`src/rtl/ldm_wb_seq_pkg.sv`:
```
// Shared constants, state encoding and address helpers for the load-multiple sequencer.
package ldm_wb_seq_pkg;

  localparam logic [3:0]  REG_SP     = 4'd13;
  localparam logic [3:0]  REG_LR     = 4'd14;
  localparam logic [3:0]  REG_PC     = 4'd15;
  localparam logic [31:0] WORD_BYTES = 32'd4;

  typedef enum logic [1:0] {
    ST_IDLE = 2'd0,
    ST_LOAD = 2'd1,
    ST_DONE = 2'd2
  } state_t;

  function automatic logic [31:0] span_bytes(input logic [4:0] n);
    return {25'd0, n, 2'b00};
  endfunction

  // Lowest address touched: IA base, IB base+4, DA base-4N+4, DB base-4N.
  function automatic logic [31:0] first_addr(input logic [31:0] base, input logic [4:0] n,
                                             input logic up, input logic pre);
    logic [31:0] a;
    if (up) a = pre ? base + WORD_BYTES : base;
    else    a = pre ? base - span_bytes(n) : base - span_bytes(n) + WORD_BYTES;
    return a;
  endfunction

  function automatic logic [31:0] wback_value(input logic [31:0] base, input logic [4:0] n,
                                              input logic up);
    return up ? base + span_bytes(n) : base - span_bytes(n);
  endfunction

endpackage

```
`src/rtl/ldm_wb_seq_reg_list_penc.sv`:
```
// Combinational priority encoder for a 16-bit register list: lowest set index,
// non-empty flag and population count.
module reg_list_penc (
  input  logic [15:0] i_list,
  output logic [3:0]  o_idx,
  output logic        o_valid,
  output logic [4:0]  o_count
);

  assign o_valid = |i_list;

  always_comb begin
    o_idx   = 4'd0;
    o_count = 5'd0;
    for (int i = 15; i >= 0; i--) begin
      if (i_list[i]) o_idx = i[3:0];
    end
    for (int i = 0; i < 16; i++) begin
      o_count = o_count + {4'd0, i_list[i]};
    end
  end

endmodule

```
`src/rtl/ldm_wb_seq.sv`:
```
// Load-multiple sequencer: issues one memory read beat per listed register and
// writes results through the WB port. Optional base writeback under LDM_BASE_WB_EN.
module ldm_wb_seq
  import ldm_wb_seq_pkg::*;
(
  input  logic        clk,
  input  logic        rst,
  input  logic        en,
  input  logic        i_start,
  input  logic [15:0] i_reg_list,
  input  logic [3:0]  i_base_code,
  input  logic [31:0] i_base_reg,
  input  logic        i_up,
  input  logic        i_pre,
  input  logic        i_wback,
  output logic [31:0] o_mem_addr,
  output logic        o_mem_ready,
  input  logic        i_mem_valid,
  input  logic [31:0] i_mem_data,
  output logic        o_rd_en_wb,
  output logic [3:0]  o_rd_code_wb,
  output logic [31:0] o_rd_reg_wb,
  output logic        o_rd_en_ex,
  output logic [3:0]  o_rd_code_ex,
  output logic [31:0] o_rd_reg_ex,
  output logic        o_busy,
  output logic        o_done
);

  state_t      r_state, w_state_next;
  logic [31:0] r_addr;
  logic [15:0] r_list;
  logic        r_rd_en_wb;
  logic [3:0]  r_rd_code_wb;
  logic [31:0] r_rd_reg_wb;

  logic [15:0] w_penc_in;
  logic [3:0]  w_idx;
  logic        w_valid;
  logic [4:0]  w_count;
  logic        w_start;
  logic        w_beat;
  logic        w_last;

  // In IDLE the encoder sizes the incoming list; afterwards it walks the latched one.
  assign w_penc_in = (r_state == ST_IDLE) ? i_reg_list : r_list;

  reg_list_penc u_penc (
    .i_list  (w_penc_in),
    .o_idx   (w_idx),
    .o_valid (w_valid),
    .o_count (w_count)
  );

  assign w_start = (r_state == ST_IDLE) & i_start & en;
  assign w_beat  = (r_state == ST_LOAD) & i_mem_valid & en;
  assign w_last  = (w_count == 5'd1);

  always_ff @(posedge clk) begin
    if (rst) r_state <= ST_IDLE;
    else     r_state <= w_state_next;
  end

  always_comb begin
    w_state_next = r_state;
    case (r_state)
      ST_IDLE: if (w_start) w_state_next = w_valid ? ST_LOAD : ST_DONE;
      ST_LOAD: if (w_beat && w_last) w_state_next = ST_DONE;
      ST_DONE: if (en) w_state_next = ST_IDLE;
      default: w_state_next = ST_IDLE;
    endcase
  end

  always_ff @(posedge clk) begin
    if (rst) begin
      r_addr       <= 32'd0;
      r_list       <= 16'd0;
      r_rd_en_wb   <= 1'b0;
      r_rd_code_wb <= 4'd0;
      r_rd_reg_wb  <= 32'd0;
    end else if (en) begin
      r_rd_en_wb <= 1'b0;
      if (w_start) begin
        r_list <= i_reg_list;
        r_addr <= first_addr(i_base_reg, w_count, i_up, i_pre);
      end
      if (w_beat) begin
        r_list       <= r_list & (r_list - 16'd1);
        r_addr       <= r_addr + WORD_BYTES;
        r_rd_en_wb   <= 1'b1;
        r_rd_code_wb <= w_idx;
        r_rd_reg_wb  <= i_mem_data;
      end
    end
  end

  assign o_mem_addr   = r_addr;
  assign o_mem_ready  = (r_state == ST_LOAD) & en;
  assign o_rd_en_wb   = r_rd_en_wb;
  assign o_rd_code_wb = r_rd_code_wb;
  assign o_rd_reg_wb  = r_rd_reg_wb;
  assign o_busy       = (r_state != ST_IDLE);
  assign o_done       = (r_state == ST_DONE);

`ifdef LDM_BASE_WB_EN
  logic        r_ex_en;
  logic [3:0]  r_ex_code;
  logic [31:0] r_ex_val;

  // A listed base register takes the loaded value, so writeback is dropped.
  always_ff @(posedge clk) begin
    if (rst) begin
      r_ex_en   <= 1'b0;
      r_ex_code <= 4'd0;
      r_ex_val  <= 32'd0;
    end else if (w_start) begin
      r_ex_en   <= i_wback & w_valid & ~i_reg_list[i_base_code];
      r_ex_code <= i_base_code;
      r_ex_val  <= wback_value(i_base_reg, w_count, i_up);
    end
  end

  assign o_rd_en_ex   = r_ex_en & (r_state == ST_DONE);
  assign o_rd_code_ex = o_rd_en_ex ? r_ex_code : 4'd0;
  assign o_rd_reg_ex  = o_rd_en_ex ? r_ex_val : 32'd0;
`else
  logic w_unused;
  assign w_unused     = ^{i_wback, i_base_code};
  assign o_rd_en_ex   = 1'b0;
  assign o_rd_code_ex = 4'd0;
  assign o_rd_reg_ex  = 32'd0;
`endif

endmodule

```
`config.mk`:
```
export PLATFORM = sky130hd
export DESIGN_NAME = ldm_wb_seq
export DESIGN_NICKNAME = d
export VERILOG_FILES = /design/src/rtl/ldm_wb_seq_pkg.sv /design/src/rtl/ldm_wb_seq_reg_list_penc.sv /design/src/rtl/ldm_wb_seq.sv
export SDC_FILE = /design/constraint.sdc
export NUM_CORES = 1
export LEC_CHECK = 0
export CORE_MARGIN = 2
export CORE_UTILIZATION = 50
export DETAILED_ROUTE_END_ITERATION = 8
export PLACE_DENSITY = 0.82
export SKIP_CTS_REPAIR_TIMING = 1
export SYNTH_ARGS = -nofsm -noshare
export SYNTH_HDL_FRONTEND = slang
export SYNTH_SLANG_ARGS = --single-unit
```
`constraint.sdc`:
```
create_clock -name clk -period 11 [get_ports clk]
set_input_delay 2.2 -clock clk [delete_from_list [all_inputs] [get_ports clk]]
set_output_delay 2.2 -clock clk [all_outputs]
set_load 0.03 [all_outputs]
```
# Yosys cells after proc, flatten, opt, wreduce, memory -nomap -nowiden

Index checks and enable logic that the tools add are counted.

Bits in registers: 87
Bits of input ports: 92
Output and inout port bits: 109
Logic and storage cells: 76

Add/sub/neg operators: 20
Eq/ne operators: 6
Mux-type cells: 30
Bitwise logic cells: 6
Reductions and logical operators: 8

Operators with widths:

| kind                                                                   | count |
|---|---|
| 32-bit 2-to-1 mux                                                      | 5 |
| 32-bit by 3-bit adder with 32-bit output (second input constant)       | 3 |
| 5-bit by 1-bit adder with 5-bit output                                 | 14 |
| 4-bit 2-to-1 mux                                                       | 16 |
| 16-bit 2-to-1 mux                                                      | 3 |
| 32-bit by 7-bit subtractor with 32-bit output                          | 1 |
| 16-bit bitwise AND                                                     | 1 |
| 16-bit OR reduction                                                    | 1 |
| 16-bit by 1-bit subtractor with 16-bit output (second input constant)  | 1 |
| 2-bit 2-to-1 mux                                                       | 4 |
| 2-bit != test (second input constant)                                  | 3 |
| 2-bit one-hot mux with 3 select lines                                  | 1 |
| 1-bit bitwise AND                                                      | 5 |
| 5-bit by 1-bit equality test with 1-bit output (second input constant) | 1 |
| 2-bit AND reduction                                                    | 2 |
| 2-bit nonzero test                                                     | 2 |
| 3-bit AND reduction                                                    | 1 |
| 1-bit by 1-bit adder with 2-bit output                                 | 1 |
| 2-bit by 1-bit equality test with 1-bit output (second input constant) | 1 |
| 2-bit equality test (second input constant)                            | 1 |
| 2-bit logical NOT                                                      | 1 |
| 1-bit logical AND                                                      | 1 |
| 1-bit 2-to-1 mux                                                       | 1 |

# Logic depth before layout (Yosys ltp)

Word-level depth: 23
Mapped depth: 29
Depth with buffers taken out: 26

# Cells and area by module

From an unflattened synthesis, not the netlist that was laid out.

Cells, all modules: 978
Area, all modules: 7215.7 um2

By module, submodules not included:

| module        | instances | cells each | area an instance (um2) | sequential area each (um2) |
|---|---|---|---|---|
| ldm_wb_seq    | 1         | 905        | 6620.1                 | 1741.7 |
| reg_list_penc | 1         | 73         | 595.6                  | 0.0 |

# Least setup slack after synthesis

OpenSTA, ideal clock, no wires.

Path type: input -> register
Start point: in i_reg_list[1]
End point: reg r_addr[28], in the netlist o_mem_addr[28]
Setup time: 116 ps
Arrival: 8694 ps
Required time: 10884 ps
Slack: 2190 ps
Cell stages on the path: 23
Cell sequence: mux2_2 -> inv_1 -> ha_1 -> inv_1 -> fa_1 -> fa_1 -> fa_1 -> fa_1 -> fa_1 -> fa_1 -> nor2b_1 -> o21ai_0 -> ha_1 -> buf_2 -> nand2_1 -> o311ai_0 -> o31ai_4 -> mux2i_1 -> a2111oi_4 -> nand3_4 -> o31a_1 -> a2111oi_0 -> and3b_1

Longest elaborated chain between the ends: 22

RTL lines:

| item                                                     | RTL line                       | text |
|---|---|---|
| start, declared                                          | ldm_wb_seq.sv:10               | `input logic [15:0] i_reg_list,` |
| 16-bit 2-to-1 mux (*)                                    | ldm_wb_seq.sv:46               | `assign w_penc_in = (r_state == ST_IDLE) ? i_reg_list : r_list;` |
| 1-bit by 1-bit adder with 2-bit output (*)               | ldm_wb_seq_reg_list_penc.sv:19 | `o_count = o_count + {4'd0, i_list[i]};` |
| 5-bit by 1-bit adder with 5-bit output (*) (14 in a row) | ldm_wb_seq_reg_list_penc.sv:19 |  |
| 32-bit by 7-bit subtractor with 32-bit output (*)        | ldm_wb_seq_pkg.sv:24           | `else a = pre ? base - span_bytes(n) : base - span_bytes(n) + WORD_BYTES;` |
| 32-bit by 3-bit adder with 32-bit output                 | ldm_wb_seq_pkg.sv:24           |  |
| 32-bit 2-to-1 mux (*)                                    | ldm_wb_seq_pkg.sv:24           |  |
| 32-bit 2-to-1 mux (*)                                    | ldm_wb_seq_pkg.sv:23           | `if (up) a = pre ? base + WORD_BYTES : base;` |
| 32-bit 2-to-1 mux (*)                                    | ldm_wb_seq.sv:83               | `if (w_start) begin` |
| 32-bit 2-to-1 mux (*)                                    | ldm_wb_seq.sv:87               | `if (w_beat) begin` |
| end signal, assigned                                     | ldm_wb_seq.sv:85               | `r_addr <= first_addr(i_base_reg, w_count, i_up, i_pre);` |
| end signal, assigned                                     | ldm_wb_seq.sv:89               | `r_addr <= r_addr + WORD_BYTES;` |
| end, declared                                            | ldm_wb_seq.sv:31               | `logic [31:0] r_addr;` |

Mark *: on every way between the ends. The rest lies on a longest branch, timed or not. The select of a mux whose other input is x is not followed.
A chain may end at the register's enable or synchronous reset.

# Worst setup path in the final report

Ends and elaborated chain as after synthesis.

==> impl_metrics.env <==
export IMPL_avgSynthCellArea_um2=7.43
export IMPL_multi_input_area_um2=5390
export IMPL_regArea_um2=1740
export IMPL_synthArstFlopShare_pct=0
export IMPL_fin_nets=1254
export IMPL_ctsHtreeMaxLevel=3
export IMPL_clock_skew_ns=0.0156
export IMPL_drtAntennaViolNets=0
export IMPL_finalHoldViolCount=0
export IMPL_max_slew_worst_pin_slew_ns=1.01
export IMPL_total_power_mw=2.65
export IMPL_finalSetupViolCount=0
export IMPL_die_h_um=128
export IMPL_drv_cap=0
export IMPL_grt_pass1_vias=6989
export IMPL_fmax_ghz=0.102
export IMPL_drt_initial_drc_count=717
export IMPL_syn_to_final_growth_pct=23.4
export IMPL_finalCritPeriodShare_pct=88.7
export IMPL_end_kind="flop"
export IMPL_fp_dieW_um=128
export IMPL_yosysSeqAreaShare_pct=22.8
export IMPL_post_drt_wl_per_cell_um=16.9
export IMPL_insertion_delay_ns=0.35
export IMPL_grt_start_max_net_pins=97
export IMPL_grt_setup_unrepaired="false"
export IMPL_hpwl_um=16600
export IMPL_ys_warn_count=0
export IMPL_max_slew_margin_rel_pct=32.5
export IMPL_dr_total_vias=8067
export IMPL_clock_root_buffer="clkbuf_16"
export IMPL_grt_pass1_wl_um=35200
export IMPL_synth_edf_count=0
export IMPL_power_density_nw_per_um2=282
export IMPL_io_pins=201
export IMPL_critPathKind="in -> reg"
export IMPL_start_util_pct=50.8
export IMPL_synth_cell_types=91
export IMPL_setup_tns_ns=0
export IMPL_drive_gt1_share_pct=6.47
export IMPL_port_buffers=158
export IMPL_grt_use_total_pct=26.4
export IMPL_cp_start_kind="input pin"
export IMPL_synth_area_leaders="dfxtp_1, nand2_1, a21oi_1, xnor2_1, buf_4"
export IMPL_gp_congestion=0.963
export IMPL_grt_ovfl_total=0
export IMPL_routed_wl_um=22500
export IMPL_crit_fanout=13
export IMPL_status="complete, no violations"
export IMPL_clockBufferDepth=2
export IMPL_synth_top_area_share_pct=22.8
export IMPL_viasPerCell=6.06
export IMPL_nFillCells=1318
export IMPL_die_area_um2=16300
export IMPL_finalCriticalPeriod_ns=9.76
export IMPL_core_area_um2=15000
export IMPL_netlist_top_cell_by_area="dfxtp_1"
export IMPL_synth_cells=1027
export IMPL_cts_tree="done"
export IMPL_hp_class="reg -> reg"
export IMPL_peakVddDrop_v=0.000547
export IMPL_grt_antenna_before_repair=0
export IMPL_cts_buffers=9
export IMPL_crit_arrival_ns=10.00
export IMPL_first_pass_iters=6
export IMPL_synth_top_flop_cell="dfxtp_1"
export IMPL_drv_slew=0
export IMPL_n_antenna_cell=0
export IMPL_power_leakage_nw=3.38
export IMPL_path_clk_slew_ns=0.07
export IMPL_row_count=45
export IMPL_ys_seq_elements=87
export IMPL_drc_errors=0
export IMPL_numClockSinks=87
export IMPL_critPathRequiredTime_ns=11.24
export IMPL_synth_cell_area_um2=7630
## area by class of cell
cell class | instances | area share, %
Multi-Input combinational cell | 844 | 57.2
Clock inverter | 7 | 0.784
Clock buffer | 9 | 2.39
Sequential cell | 87 | 18.5
Timing Repair Buffer | 166 | 17.4
Tap cell | 188 | 2.50
Inverter | 30 | 1.20
## power by group
part | switching [mW] | internal (mW) | total (mW)
registers | 0.0304 | 0.343 | 0.374
logic | 1.23 | 0.750 | 1.98
clock network | 0.142 | 0.161 | 0.303
total | 1.40 | 1.25 | 2.65
## per-stage QoR
stage                     area, um2  worst slack [ns]  util, %  hold WS, ns  std cells
after floorplan                7770              2.19        -        0.468       1063
after global placement         9110              1.08     60.6        0.441       1315
after detailed placement       9110             0.981     60.6        0.446       1315
after CTS                      9410              1.31     62.6        0.455       1331
after global routing           9410             0.809     62.6        0.470       1331
final                          9410              1.24     62.6        0.453       1331
## path summary, 6_finish.rpt
check | from | to | slack, ns | cells after the start
worst max register to register | r_state[0] | o_mem_addr[28] | 2.55 | 22
worst min register to register | o_rd_reg_wb[12] | o_rd_reg_wb[12] | 0.45 | 2
worst min-delay path | o_rd_reg_wb[12] | o_rd_reg_wb[12] | 0.45 | 2
worst max-delay path | i_reg_list[1] | o_mem_addr[28] | 1.24 | 23
## registers in the layout, indices dropped and copies added, names as in the netlist
register / cells
o_rd_code_wb: 4
o_mem_addr: 32
o_rd_reg_wb: 32
o_rd_en_wb: 1
r_state: 2
r_list: 16
## cell families (layout without fill, tap and decap cells)
group	count (synthesis)	count (layout)	synth area share (%)
multiplexers	32	32	4.56
flip-flops	87	87	22.8
buffers and inverters	132	212	8.46
AND/OR/NAND/NOR	435	435	28.8
other	1	37	0.0491
adder cells (fa/ha/maj)	24	24	5.02
XOR/XNOR	55	55	6.59
AO/OA/AOI/OAI	261	261	23.7
## critical path: stages
cell and delay, ns:
clkdlybuf4s50_1 0.43, mux2_2 0.30, inv_1 0.06, ha_1 0.21, inv_1 0.06, fa_1 0.46
fa_1 0.52, fa_1 0.54, fa_1 0.43, fa_1 0.44, fa_1 0.44, nor2b_1 0.12
o21ai_0 0.14, ha_1 0.57, nand2_1 0.08, o311ai_0 0.77, o31ai_4 0.25, mux2i_1 0.24
a2111oi_4 0.52, nand3_4 0.21, o31a_1 0.35, a2111oi_0 0.40, and3b_1 0.22
## cells in the final DEF, fill, tap and decap left out, types with 9 or more instances in the layout
cell,synthesis,layout
xnor2_1,38,38
o211ai_1,11,11
dfxtp_1,87,87
a21oi_1,87,87
fa_1,11,11
o21ai_0,32,32
nor4_1,15,15
a31oi_1,14,14
mux2i_1,22,22
conb_1,1,37
nor2_1,73,72
nand4_1,23,23
a211oi_1,14,14
nand2_1,152,152
clkdlybuf4s50_1,0,157
clkbuf_16,0,9
and3_1,22,20
ha_1,13,13
inv_1,30,30
and2_1,9,9
nor3_1,34,34
xor2_1,15,15
or3_1,11,11
nand3_1,37,36
## layer usage
metal / vias to the layer above / track usage (%) / part of all wire, %
li1: 3902 / - / -
met1: 3685 / 38.2 / 45
met2: 446 / 41.1 / 44
met3: 34 / 3.39 / 9.5
met4: 0 / 7.50 / 1.9
met5: - / 0 / 0
## cells in the mapped netlist, drive strengths merged, types with 9 or more instances
cell type	count
clkbuf	44
buf	58
fa	11
ha	13
and3	22
nand3	39
o211ai	12
nor3	37
a21oi	88
and2	9
dfxtp	87
mux2	9
xor2	16
nand4	23
a211o	9
inv	30
mux2i	22
nor2	73
or3	11
nor4	18
o21ai	36
a31oi	15
xnor2	38
a211oi	18
nand2	152
No activity file was read; power rests on OpenSTA's default activity.
